## config.mk

```make
export PLATFORM = sky130hd
export DESIGN_NAME = simon_playback_sequencer_flat
export DESIGN_NICKNAME = d
export VERILOG_FILES = /design/src/rtl/simon_playback_sequencer_if.sv /design/src/rtl/simon_playback_sequencer.sv /design/src/flat_wrapper.sv
export SDC_FILE = /design/constraint.sdc
export NUM_CORES = 1
export LEC_CHECK = 0
export ABC_AREA = 1
export ABC_CLOCK_PERIOD_IN_PS = 2900
export BUFFER_PORTS_ARGS = -buffer_cell sky130_fd_sc_hd__clkbuf_2
export CAP_MARGIN = 20
export CORE_MARGIN = 2
export CORE_UTILIZATION = 35
export DETAILED_ROUTE_END_ITERATION = 8
export GPL_TIMING_DRIVEN = 1
export SLEW_MARGIN = 40
export SYNTH_ARGS = -nofsm -noshare
export SYNTH_HDL_FRONTEND = slang
export SYNTH_SLANG_ARGS = --single-unit
```

## constraint.sdc

```tcl
create_clock -name clk -period 2.9 [get_ports clk]
set_input_delay 0.435 -clock clk [delete_from_list [all_inputs] [get_ports clk]]
set_output_delay 0.435 -clock clk [all_outputs]
set_load 0.02 [all_outputs]
```

## src/rtl/simon_playback_sequencer_if.sv

```systemverilog
// Signal bundle between the Simon playback sequencer and the game FSM, sequence RAM and LED/tone drivers.
// The sequencer uses the slave modport; the surrounding system drives through the master modport.
interface simon_playback_sequencer_if #(
    parameter int MAX_LEN = 32,
    parameter int TPM_W   = 16
);
    localparam int AW = $clog2(MAX_LEN);

    logic [TPM_W-1:0] ticks_per_milli;
    logic             start;
    logic             abort;
    logic [AW:0]      seq_len;
    logic [AW-1:0]    rd_addr;
    logic [1:0]       rd_data;
    logic [3:0]       led;
    logic             tone_en;
    logic [1:0]       tone_idx;
    logic             busy;
    logic             done;

    modport master (
        output ticks_per_milli, start, abort, seq_len, rd_data,
        input  rd_addr, led, tone_en, tone_idx, busy, done
    );

    modport slave (
        input  ticks_per_milli, start, abort, seq_len, rd_data,
        output rd_addr, led, tone_en, tone_idx, busy, done
    );
endinterface

```

## src/rtl/simon_playback_sequencer.sv

```systemverilog
// Plays the stored Simon colour sequence: for each RAM entry, LED + tone for ON_MS ms,
// then a dark silent gap of GAP_MS ms. All outputs are registered.
module simon_playback_sequencer #(
    parameter int MAX_LEN = 32,
    parameter int ON_MS   = 300,
    parameter int GAP_MS  = 100,
    parameter int TPM_W   = 16
) (
    input  logic                         clk,
    input  logic                         rst_n,
    simon_playback_sequencer_if.slave    bus
);
    localparam int AW     = $clog2(MAX_LEN);
    localparam int MS_MAX = (ON_MS > GAP_MS) ? ON_MS : GAP_MS;
    localparam int MS_W   = $clog2(MS_MAX) + 1;
    localparam logic [AW:0] LEN_MAX = (AW+1)'(MAX_LEN);

    typedef enum logic [2:0] {
        S_IDLE, S_FETCH, S_LATCH, S_ON, S_GAP, S_DONE
    } state_t;

    state_t           state_reg, state_next;
    logic [AW-1:0]    idx_reg, idx_next;
    logic [AW:0]      len_reg, len_next;
    logic [AW-1:0]    rd_addr_reg, rd_addr_next;
    logic [3:0]       led_reg, led_next;
    logic             tone_en_reg, tone_en_next;
    logic [1:0]       tone_idx_reg, tone_idx_next;
    logic             busy_reg, busy_next;
    logic             done_reg, done_next;
    logic [TPM_W-1:0] tick_reg, tick_next;
    logic [MS_W-1:0]  ms_reg, ms_next;

    logic [TPM_W-1:0] tpm_lim;
    logic [MS_W-1:0]  ms_limit;
    logic [AW:0]      len_in;
    logic [3:0]       led_dec;
    logic             ms_tick;
    logic             phase_end;

    genvar gi;
    generate
        for (gi = 0; gi < 4; gi++) begin : g_led
            assign led_dec[gi] = (bus.rd_data == 2'(gi));
        end
    endgenerate

    // A ticks_per_milli of 0 behaves as 1; >= compare lets a shrunken limit wrap at once.
    assign tpm_lim   = (bus.ticks_per_milli == '0) ? TPM_W'(1) : bus.ticks_per_milli;
    assign ms_tick   = (tick_reg >= tpm_lim - 1'b1);
    assign ms_limit  = (state_reg == S_ON) ? MS_W'(ON_MS) : MS_W'(GAP_MS);
    assign phase_end = ms_tick && (ms_reg == ms_limit - 1'b1);
    assign len_in    = (bus.seq_len > LEN_MAX) ? LEN_MAX : bus.seq_len;

    always_comb begin
        state_next    = state_reg;
        idx_next      = idx_reg;
        len_next      = len_reg;
        rd_addr_next  = rd_addr_reg;
        led_next      = led_reg;
        tone_en_next  = tone_en_reg;
        tone_idx_next = tone_idx_reg;
        busy_next     = busy_reg;
        done_next     = 1'b0;
        tick_next     = '0;
        ms_next       = '0;

        // Timers run only inside a phase and restart whenever a phase is entered.
        if ((state_reg == S_ON || state_reg == S_GAP) && !phase_end) begin
            if (ms_tick) begin
                ms_next = ms_reg + 1'b1;
            end else begin
                tick_next = tick_reg + 1'b1;
                ms_next   = ms_reg;
            end
        end

        case (state_reg)
            S_IDLE: begin
                if (bus.start && !bus.abort) begin
                    if (bus.seq_len != '0) begin
                        state_next   = S_FETCH;
                        len_next     = len_in;
                        idx_next     = '0;
                        rd_addr_next = '0;
                        busy_next    = 1'b1;
                    end else begin
                        state_next = S_DONE;
                    end
                end
            end
            S_FETCH: state_next = S_LATCH;
            S_LATCH: begin
                state_next    = S_ON;
                led_next      = led_dec;
                tone_en_next  = 1'b1;
                tone_idx_next = bus.rd_data;
            end
            S_ON: begin
                if (phase_end) begin
                    state_next   = S_GAP;
                    led_next     = '0;
                    tone_en_next = 1'b0;
                end
            end
            S_GAP: begin
                if (phase_end) begin
                    if ({1'b0, idx_reg} == len_reg - 1'b1) begin
                        state_next = S_DONE;
                    end else begin
                        state_next   = S_FETCH;
                        idx_next     = idx_reg + 1'b1;
                        rd_addr_next = idx_reg + 1'b1;
                    end
                end
            end
            S_DONE: begin
                state_next = S_IDLE;
                done_next  = 1'b1;
                busy_next  = 1'b0;
            end
            default: state_next = S_IDLE;
        endcase

        // Abort freezes address/index/tone select and only darkens and idles the block.
        if (bus.abort && state_reg != S_IDLE) begin
            state_next    = S_IDLE;
            idx_next      = idx_reg;
            len_next      = len_reg;
            rd_addr_next  = rd_addr_reg;
            tone_idx_next = tone_idx_reg;
            led_next      = '0;
            tone_en_next  = 1'b0;
            busy_next     = 1'b0;
            done_next     = 1'b0;
            tick_next     = '0;
            ms_next       = '0;
        end
    end

    always_ff @(posedge clk or negedge rst_n) begin
        if (!rst_n) begin
            state_reg    <= S_IDLE;
            idx_reg      <= '0;
            len_reg      <= '0;
            rd_addr_reg  <= '0;
            led_reg      <= '0;
            tone_en_reg  <= 1'b0;
            tone_idx_reg <= '0;
            busy_reg     <= 1'b0;
            done_reg     <= 1'b0;
            tick_reg     <= '0;
            ms_reg       <= '0;
        end else begin
            state_reg    <= state_next;
            idx_reg      <= idx_next;
            len_reg      <= len_next;
            rd_addr_reg  <= rd_addr_next;
            led_reg      <= led_next;
            tone_en_reg  <= tone_en_next;
            tone_idx_reg <= tone_idx_next;
            busy_reg     <= busy_next;
            done_reg     <= done_next;
            tick_reg     <= tick_next;
            ms_reg       <= ms_next;
        end
    end

    assign bus.rd_addr  = rd_addr_reg;
    assign bus.led      = led_reg;
    assign bus.tone_en  = tone_en_reg;
    assign bus.tone_idx = tone_idx_reg;
    assign bus.busy     = busy_reg;
    assign bus.done     = done_reg;
endmodule

```

## src/flat_wrapper.sv

```systemverilog
// flat-port wrapper written by rule: the top's interface ports become plain ports
module simon_playback_sequencer_flat 
#(
    parameter int MAX_LEN = 32,
    parameter int ON_MS   = 300,
    parameter int GAP_MS  = 100,
    parameter int TPM_W   = 16
)
  (clk, rst_n, bus_ticks_per_milli, bus_start, bus_abort, bus_seq_len, bus_rd_data, bus_rd_addr, bus_led, bus_tone_en, bus_tone_idx, bus_busy, bus_done);
  simon_playback_sequencer_if #(.MAX_LEN(MAX_LEN), .TPM_W(TPM_W)) bus_i ();
  input  logic clk;
  input  logic rst_n;
  input wire logic [$bits(bus_i.ticks_per_milli)-1:0] bus_ticks_per_milli;
  input wire logic [$bits(bus_i.start)-1:0] bus_start;
  input wire logic [$bits(bus_i.abort)-1:0] bus_abort;
  input wire logic [$bits(bus_i.seq_len)-1:0] bus_seq_len;
  input wire logic [$bits(bus_i.rd_data)-1:0] bus_rd_data;
  output wire logic [$bits(bus_i.rd_addr)-1:0] bus_rd_addr;
  output wire logic [$bits(bus_i.led)-1:0] bus_led;
  output wire logic [$bits(bus_i.tone_en)-1:0] bus_tone_en;
  output wire logic [$bits(bus_i.tone_idx)-1:0] bus_tone_idx;
  output wire logic [$bits(bus_i.busy)-1:0] bus_busy;
  output wire logic [$bits(bus_i.done)-1:0] bus_done;
  assign bus_i.ticks_per_milli = bus_ticks_per_milli;
  assign bus_i.start = bus_start;
  assign bus_i.abort = bus_abort;
  assign bus_i.seq_len = bus_seq_len;
  assign bus_i.rd_data = bus_rd_data;
  assign bus_rd_addr = bus_i.rd_addr;
  assign bus_led = bus_i.led;
  assign bus_tone_en = bus_i.tone_en;
  assign bus_tone_idx = bus_i.tone_idx;
  assign bus_busy = bus_i.busy;
  assign bus_done = bus_i.done;
  simon_playback_sequencer #(.MAX_LEN(MAX_LEN), .ON_MS(ON_MS), .GAP_MS(GAP_MS), .TPM_W(TPM_W)) u_core (.clk(clk), .rst_n(rst_n), .bus(bus_i));
endmodule
```

Yosys cells after proc, flatten, opt, wreduce, memory -nomap -nowiden
Index checks and enable logic that the tools add are counted.
{ "op_classes": {"n_reduce_logical": 21, "eq_ne": 19, "mux": 33, "n_lt_le_gt_ge": 2, "bitwise": 1, "addsub": 6} }
{ "ops": {"columns": ["cell", "count"], "rows": [
  ["$mux W16", 4],
  ["$mux W10", 3],
  ["$mux W5", 4],
  ["$mux W3", 6],
  ["$add A16 B1 Y16 const B", 1],
  ["$ge A16 B16 Y1", 1],
  ["$logic_not A16 Y1", 1],
  ["$sub A16 B1 Y16 const B", 1],
  ["$pmux W3 S5", 1],
  ["$add A10 B1 Y10 const B", 1],
  ["$eq A10 B10 Y1", 1],
  ["$pmux W5 S2", 1],
  ["$sub A10 B1 Y10 const B", 1],
  ["$mux W9", 1],
  ["$ne A3 B2 Y1 const B", 3],
  ["$reduce_bool A3 Y1", 3],
  ["$mux W4", 2],
  ["$pmux W4 S2", 1],
  ["$mux W1", 7],
  ["$eq A3 B2 Y1 const B", 2],
  ["$eq A3 B3 Y1 const B", 2],
  ["$eq A5 B6 Y1", 1],
  ["$gt A6 B6 Y1 const B", 1],
  ["$mux W6", 1],
  ["21 further kinds", 32]
]} }
{ "totals": {"inputBits": 28, "register_bits": 49, "output_inout_bits": 14, "word_cells": 92} }

Depth between registers and ports, before layout
Gate-level depths: netlist of the first run.
{ "logic_depth": {"ltp_word": 9, "ltp_mapped": 24, "ltp_nobuf": 24} }

Least setup slack after synthesis of the first run
OpenSTA, ideal clock, no wires.
{ "synth_timing": {"path_kind": "in2reg", "from": "in bus_ticks_per_milli[5]", "to": "reg u_core.rd_addr_reg[0] (netlist: u_core.bus.rd_addr[0])", "path_buffers": 0, "arrival_ps": 2879, "setup_ps": 118, "required_ps": 2782, "slack_ps": -97, "cell_stages": 22, "path_cell_list": "nor2_1 nand2_1 nor2_1 nand4_1 nor2b_1 ha_1 nand2_1 inv_1 nand2_1 nor3_1 xor2_1 inv_1 ha_1 nand2_1 nor3_1 nand2_1 nand2_2 nand2_1 nand2_1 nand2_2 nand2_1 nand2_1"} }
{ "synth_between": {"elab_chain_len": 7} }
{ "synth_lines": {"columns": ["item", "line", "rtl"], "rows": [
  ["start, declared", "flat_wrapper.sv:13", "input wire logic [$bits(bus_i.ticks_per_milli)-1:0] bus_ticks_per_milli;"],
  ["$logic_not A16 Y1", "simon_playback_sequencer.sv:49", "assign tpm_lim = (bus.ticks_per_milli == '0) ? TPM_W'(1) : bus.ticks_per_milli;"],
  ["$mux W16 (*)", "simon_playback_sequencer.sv:49", null],
  ["$sub A16 B1 Y16 (*)", "simon_playback_sequencer.sv:50", "assign ms_tick = (tick_reg >= tpm_lim - 1'b1);"],
  ["$ge A16 B16 Y1 (*)", "simon_playback_sequencer.sv:50", null],
  ["$logic_and A1 B1 Y1 (*)", "simon_playback_sequencer.sv:52", "assign phase_end = ms_tick && (ms_reg == ms_limit - 1'b1);"],
  ["$ne A2 B1 Y1 (no source line) (*)", null, null],
  ["$reduce_and A6 Y1 (no source line) (*)", null, null],
  ["end signal, assigned", "simon_playback_sequencer.sv:158", "rd_addr_reg <= rd_addr_next;"],
  ["end, declared", "simon_playback_sequencer.sv:25", "logic [AW-1:0] rd_addr_reg, rd_addr_next;"]
]} }
Every way passes the cells marked *; elsewhere a longest branch is shown, timed or not.
A chain may end at the register's enable or synchronous reset.

Worst setup path in the final report of the first run
{ "layout_timing": {"from": "in bus_ticks_per_milli[4]", "to": "reg u_core.ms_reg[1]"} }
{ "layout_between": {"elab_chain_len": 9, "elab_cells_between_ends": 10, "classes_between": "1 x add/sub; 1 x order compare; 1 x eq/ne; 3 x mux; 4 x reduce/logical"} }
{ "layout_lines": {"columns": ["item", "line", "rtl"], "rows": [
  ["$logic_not A16 Y1", "simon_playback_sequencer.sv:49", null],
  ["$mux W16 (*)", "simon_playback_sequencer.sv:49", null],
  ["$sub A16 B1 Y16 (*)", "simon_playback_sequencer.sv:50", null],
  ["$ge A16 B16 Y1 (*)", "simon_playback_sequencer.sv:50", null],
  ["$logic_and A1 B1 Y1", "simon_playback_sequencer.sv:52", null],
  ["$logic_not A1 Y1", "simon_playback_sequencer.sv:69", "if ((state_reg == S_ON || state_reg == S_GAP) && !phase_end) begin"],
  ["$logic_and A1 B1 Y1", "simon_playback_sequencer.sv:69", null],
  ["$mux W10", "simon_playback_sequencer.sv:69", null],
  ["$mux W10", "simon_playback_sequencer.sv:126", "if (bus.abort && state_reg != S_IDLE) begin"],
  ["end signal, assigned", "simon_playback_sequencer.sv:165", "ms_reg <= ms_next;"],
  ["end, declared", "simon_playback_sequencer.sv:32", "logic [MS_W-1:0] ms_reg, ms_next;"]
]} }
Marked as above.

==> results of run 1 <==
==> cell type report <==
class / count / area [um^2] / share of cell area
repair buffers: 83 / 520 / 0.117
clock buffers: 5 / 68.8 / 0.0155
flip-flops and latches: 49 / 1230 / 0.276
clock inverters: 3 / 68.8 / 0.0155
multi-input cells: 369 / 2130 / 0.480
inverters: 68 / 260 / 0.0585
well taps: 133 / 166 / 0.0374
==> cells in the final DEF (no fill, tap or decap), types with 6 or more instances in the layout <==
cell and instances:
inv_1 58, a21oi_1 18, nand3_1 42, nand4_1 11, inv_2 8, nor3_2 6, nor3_1 7, nand2_4 6
o21ai_0 10, nand2_2 12, xor2_1 17, ha_1 20, nand2_1 112, nor2_1 64, buf_4 42, clkbuf_2 40
dfrtp_1 49, nor2_2 7
==> layer usage <==
metal | vias to the layer above | part of all wire | track usage
met5 | - | 0 | 0
met1 | 1512 | 0.48 | 0.196
li1 | 1735 | - | -
met3 | 7 | 0.033 | 0.0227
met2 | 60 | 0.48 | 0.261
met4 | 0 | 0.0084 | 0.0280
==> critical path, stage by stage <==
cell,delay (ns)
buf_2,0.12
nor2_4,0.12
nand2_2,0.07
nor2_2,0.11
nand4_1,0.13
nor2b_4,0.17
buf_4,0.12
buf_4,0.13
nand2_1,0.08
xor2_1,0.19
ha_1,0.27
a21oi_1,0.14
o21ai_1,0.11
a21oi_4,0.24
buf_4,0.17
nand3_2,0.16
nand3_1,0.14
nand2_1,0.05
==> path summary, 6_finish.rpt <==
kind                                         end              startpoint  slack (ns)
min in group clk               u_core.len_reg[4]          bus_seq_len[4]        0.34
max reg2reg                u_core.bus.rd_addr[1]       u_core.len_reg[0]        0.98
max                             u_core.ms_reg[1]  bus_ticks_per_milli[4]        0.13
min                            u_core.bus.led[2]                   rst_n        0.05
min reg2reg                   u_core.tick_reg[0]      u_core.tick_reg[0]        0.48
max in group asynchronous     u_core.tick_reg[3]                   rst_n        2.07
==> synth_stat cells, types with 2 or more instances <==
cell	count	area, um^2
xnor2_1	5	43.8
buf_2	2	10.0
nor2_2	3	18.8
nand2_2	4	25.0
nand3b_1	4	30.0
a21oi_2	2	17.5
o21ai_1	2	10.0
nor3_1	10	50.1
o21ai_0	12	60.1
nor2_4	3	33.8
a21oi_1	18	90.1
nand4_1	11	68.8
nand3_1	42	210
dfrtp_1	49	1230
inv_2	7	26.3
nor4_1	2	12.5
o21bai_1	3	22.5
nor2_1	69	259
inv_1	60	225
nor3_2	3	30.0
ha_1	21	263
xor2_1	18	158
nand2_1	126	473
==> cell families (layout without fill, tap and decap cells) <==
| family | after synthesis | after routing | share of synthesized area |
|---|---|---|---|
| flops | 49 | 49 | 0.353 |
| simple gates | 283 | 285 | 0.367 |
| buf+inv | 71 | 159 | 0.0795 |
| xor+xnor | 23 | 23 | 0.0579 |
| compound gates | 40 | 40 | 0.0669 |
| fa+ha+maj | 21 | 21 | 0.0756 |
==> stage by stage <==
step | area (um^2) | instances | hold slack, ns | util
2_1_floorplan | 3500 | 487 | 0.139 | -
3_3_place_gp | 4110 | 692 | 0.403 | 0.422
3_5_place_dp | 4110 | 692 | 0.408 | 0.422
4_1_cts | 4300 | 703 | 0.0627 | 0.441
5_1_grt | 4450 | 710 | 0.0822 | 0.457
6_report | 4450 | 710 | 0.0487 | 0.457
==> power groups by stage <==
stage	clock [mW]	sequential [mW]	combinational, mW
4_1_cts	0.609	0.870	0.950
2_1_floorplan	0	0.904	0.653
3_5_place_dp	0	0.882	0.934
6_report	0.593	0.872	0.974
3_3_place_gp	0	0.882	0.921
5_1_grt	0.640	0.886	1.13
==> timing repair <==
item                                    in CTS  in global routing
gates resized for setup                      7                 27
pin swaps                                    4                 21
gates cloned                                 1                  1
setup buffers                                2                  6
endpoints found under the setup margin      19                 39
==> flow_metrics.py, run 1 <==
metrics = {
    "die": {
        "die_w_um": 104,
        "coreArea_um2": 9730,
        "die-area_um2": 10700,
        "row_count": 36,
        "die_y_um": 104,
        "io_pins": 42,
        "initial_core_util": 0.357,
    },
    "global_route": {
        "track_usage": 0.149,
        "grt.overflow.total": 0,
        "grt_max_degree": 33,
        "grt_pass1_wl_um": 13700,
        "antenna_found_initial": 0,
        "grt_pass1_vias": 3204,
    },
    "synth": {
        "seq_area_frac_synth": 0.353,
        "synth-edff-count": 0,
        "netlist_area_um2": 3480,
        "async_reset_ff_frac": 1.00,
        "synth-seq-cells": 49,
        "postSynthCellCount": 487,
        "synth_cell_types": 34,
        "synthesis.nets": 536,
        "yosysWarnings": 0,
        "ys.flop_type": "dfrtp_1",
        "avgSynthCellArea_um2": 7.14,
    },
    "sta": {
        "fmax_ghz": 0.361,
        "tightest_slew_ns": 0.443,
        "relSlewSlack": 0.705,
        "finalHoldViolations": 0,
        "setup_viol": 0,
        "period_share": 0.955,
        "skew_ns": 0.00460,
        "fin_ws_ns": 0.132,
        "rsz0062_at_grt": "true",
        "slew_viol_final": 0,
        "tns_ns": 0,
        "fin_crit_ns": 2.77,
    },
    "pwr": {
        "switching_power_uw": 956,
        "internal_power_mw": 1.48,
        "leakagePower_nw": 2.23,
        "p_seq_frac": 0.357,
        "ir_drop_uv": 407,
        "power_frac_comb": 0.399,
        "p_clk_frac": 0.243,
        "p_sw_frac": 0.392,
        "fin_total_pwr_mw": 2.44,
        "p_per_area_nw_per_um2": 549,
    },
    "worst_hold_path": {
        "hold_path_class": "input pin to async pin",
    },
    "drt": {
        "viasPerCell": 4.67,
        "drtPass1Iterations": 4,
        "drcViolationCount": 0,
        "vias": 3314,
        "wl_um": 7860,
        "drtIter0Drc": 153,
        "route.antenna.remaining_nets": 0,
        "wl_per_cell_um": 11.1,
    },
    "final_layout": {
        "area.growth.synth_to_final_pct": 27.9,
        "fillerInstances": 1019,
        "diodes": 0,
        "final_nets": 625,
        "largest_register_ffs": 16,
        "drive_gt1_frac": 0.253,
    },
    "critical_path": {
        "worst_ep_required_time_ns": 3.10,
        "reg2reg_depth": 12,
        "worst-path-max-fanout": 4,
        "crit_type": "input pin to flip-flop",
        "setup.worst_path.start_class": "input pin",
        "end_kind": "flip-flop",
        "worst-endpoint-arrival_ns": 2.97,
    },
    "clock_tree": {
        "cts_hold_repair.buffers": 0,
        "cts_max_level": 2,
        "clock_path_buffers": 2,
        "cts_tree": "done",
        "clkLatencyLatePin_ns": 0.31,
        "cts_made_buffers": 5,
        "cts.clk_slew.worst_paths_ns": 0.09,
        "cts.sinks": 49,
        "cts_root_buf": "clkbuf_8",
    },
    "placement": {
        "place_ws_ns": -0.379,
        "hpwl_um": 5940,
        "routabilityCongestion": 0.819,
        "io_buffers": 41,
    },
    "run": {
        "maxCapViolCount": 0,
    },
    "status": {
        "status": "completed",
    },
}
Power figures use the tool's default switching activity.
==> run 2: changes to the inputs <==
CTS_CLUSTER_DIAMETER = 80   (was default)
SETUP_SLACK_MARGIN = 0.4   (was default)
==> flow_metrics.py, run 2 (synthesized netlist as in run 1, its figures left out) <==
metrics = {
    "status": {
        "status": "completed",
    },
    "drt": {
        "wl_um": 8210,
        "drtPass1Iterations": 4,
        "drtIter0Drc": 168,
        "viasPerCell": 4.71,
        "drcViolationCount": 0,
        "route.antenna.remaining_nets": 0,
        "wl_per_cell_um": 11.5,
        "vias": 3371,
    },
    "run": {
        "maxCapViolCount": 0,
    },
    "final_layout": {
        "mostFrequentLayoutCell": "nand2_1",
        "final_cell_count_no_fill": 716,
        "area.growth.synth_to_final_pct": 35.8,
        "fin_util": 0.485,
        "final_cell_mix": "nand2_1 (102), nor2_1 (61), inv_1 (59)",
        "diodes": 0,
        "largest_register_ffs": 16,
        "final_nets": 631,
        "drive_gt1_frac": 0.305,
    },
    "global_route": {
        "grt_max_degree": 34,
        "grt_pass1_vias": 3263,
        "grt.overflow.total": 0,
        "track_usage": 0.154,
        "grt_pass1_wl_um": 14200,
        "antenna_found_initial": 0,
    },
    "clock_tree": {
        "cts.sinks": 49,
        "clock_path_buffers": 2,
        "cts.clk_slew.worst_paths_ns": 0.10,
        "cts_made_buffers": 5,
        "clkLatencyLatePin_ns": 0.32,
        "cts_hold_repair.buffers": 0,
        "cts_tree": "done",
        "cts_root_buf": "clkbuf_8",
        "cts_max_level": 2,
    },
    "pwr": {
        "p_sw_frac": 0.427,
        "power_frac_comb": 0.448,
        "fin_total_pwr_mw": 2.37,
        "p_clk_frac": 0.184,
        "p_per_area_nw_per_um2": 501,
        "internal_power_mw": 1.36,
        "ir_drop_uv": 285,
        "switching_power_mw": 1.01,
        "leakagePower_nw": 2.31,
        "p_seq_frac": 0.367,
    },
    "critical_path": {
        "worst_ep_required_time_ns": 3.11,
        "end_kind": "flip-flop",
        "worst-endpoint-arrival_ns": 2.97,
        "crit_type": "input pin to flip-flop",
        "setup.worst_path.start_class": "input pin",
        "worst-path-max-fanout": 6,
    },
    "placement": {
        "dp_cells": 689,
        "io_buffers": 41,
        "hpwl_um": 6040,
        "routabilityCongestion": 0.883,
        "place_ws_ns": -0.380,
    },
    "sta": {
        "tightest_slew_ns": 0.470,
        "rsz0062_at_grt": "true",
        "fmax_ghz": 0.361,
        "setup_viol": 0,
        "slew_viol_final": 0,
        "finalHoldViolations": 0,
        "fin_crit_ns": 2.77,
        "period_share": 0.955,
        "fin_ws_ns": 0.131,
        "skew_ns": 0.0132,
        "relSlewSlack": 0.686,
        "tns_ns": 0,
    },
    "die": {
        "initial_core_util": 0.357,
        "row_count": 36,
        "die-area_um2": 10700,
        "die_y_um": 104,
        "io_pins": 42,
        "coreArea_um2": 9730,
        "die_w_um": 104,
    },
    "worst_hold_path": {
        "hold_path_class": "input pin to async pin",
    },
}
run 2: changes by cell type in the layout (fill, tap and decap cells not counted), moves of 5 or more:
cell and change:
buf_4 +7, buf_6 +5, nand2_1 -10, clkbuf_2 -7, nand3_1 -5
run 2: area by class of cell:
type	instances	area, um^2
fill	959	5010
multi-input combinational	369	2350
sequential	49	1230
timing repair buffer	89	619
inverter	68	265
tap	133	166
clock buffer	6	82.6
clock inverter	2	13.8
run 2: worst max-delay path, cell delays in order:
cell and delay (ns):
buf_8 0.10, nor2_4 0.10, nand2_2 0.07, nor2_4 0.11, nand4_1 0.12, nor2b_4 0.16, ha_4 0.16, nand2_4 0.08
inv_4 0.04, nand2_4 0.09, nor3_4 0.05, xor2_1 0.14, inv_1 0.09, ha_4 0.28, nand2_4 0.06, nor3_4 0.19
nand2_2 0.11, nand2_4 0.14, nand2_8 0.10, nand2_8 0.12, nand2_8 0.08, nand2_2 0.09, nand2_1 0.04
run 2: timing repair:
action,in CTS,in global routing
setup endpoints to repair,39,39
gates resized for setup,15,64
pin swaps,15,28
buffers inserted,11,6
gates cloned,1,1
run 2: routing by layer:
layer / part of all wire / GRT usage / vias to the layer above / routed length [um]
met5: 0 / 0 / - / 0
met4: 0.0099 / 0.0376 / 0 / 81
met3: 0.019 / 0.0164 / 7 / 153
met2: 0.49 / 0.264 / 32 / 4040
met1: 0.48 / 0.208 / 1571 / 3940
li1: - / - / 1761 / -
run 2: worst paths after layout:
check,startpoint,to,slack [ns],depth (start not counted)
setup / recovery,bus_ticks_per_milli[8],u_core.bus.rd_addr[2],0.13,23
hold / removal,rst_n,u_core.bus.rd_addr[0],0.04,1
setup reg to reg,u_core.len_reg[0],u_core.bus.rd_addr[2],0.88,12
hold reg to reg,u_core.bus.tone_en,u_core.bus.tone_en,0.48,2
max in group asynchronous,rst_n,u_core.ms_reg[9],2.06,2
min in group clk,bus_seq_len[3],u_core.len_reg[3],0.35,3
run 2: through the flow:
step,cell area [um^2],hold WS [ns]
floorplan,3590,0.139
global placement,4170,0.397
detailed placement,4170,0.400
CTS,4420,0.0518
global route,4720,0.0676
finish,4720,0.0394
run 2: power by group through the flow:
stage | logic (mW) | registers, mW | clock network (mW)
floorplan | 0.673 | 0.904 | 0
global placement | 0.931 | 0.879 | 0
CTS | 0.968 | 0.869 | 0.455
finish | 1.06 | 0.869 | 0.435
detailed placement | 0.944 | 0.882 | 0
global route | 1.19 | 0.884 | 0.475
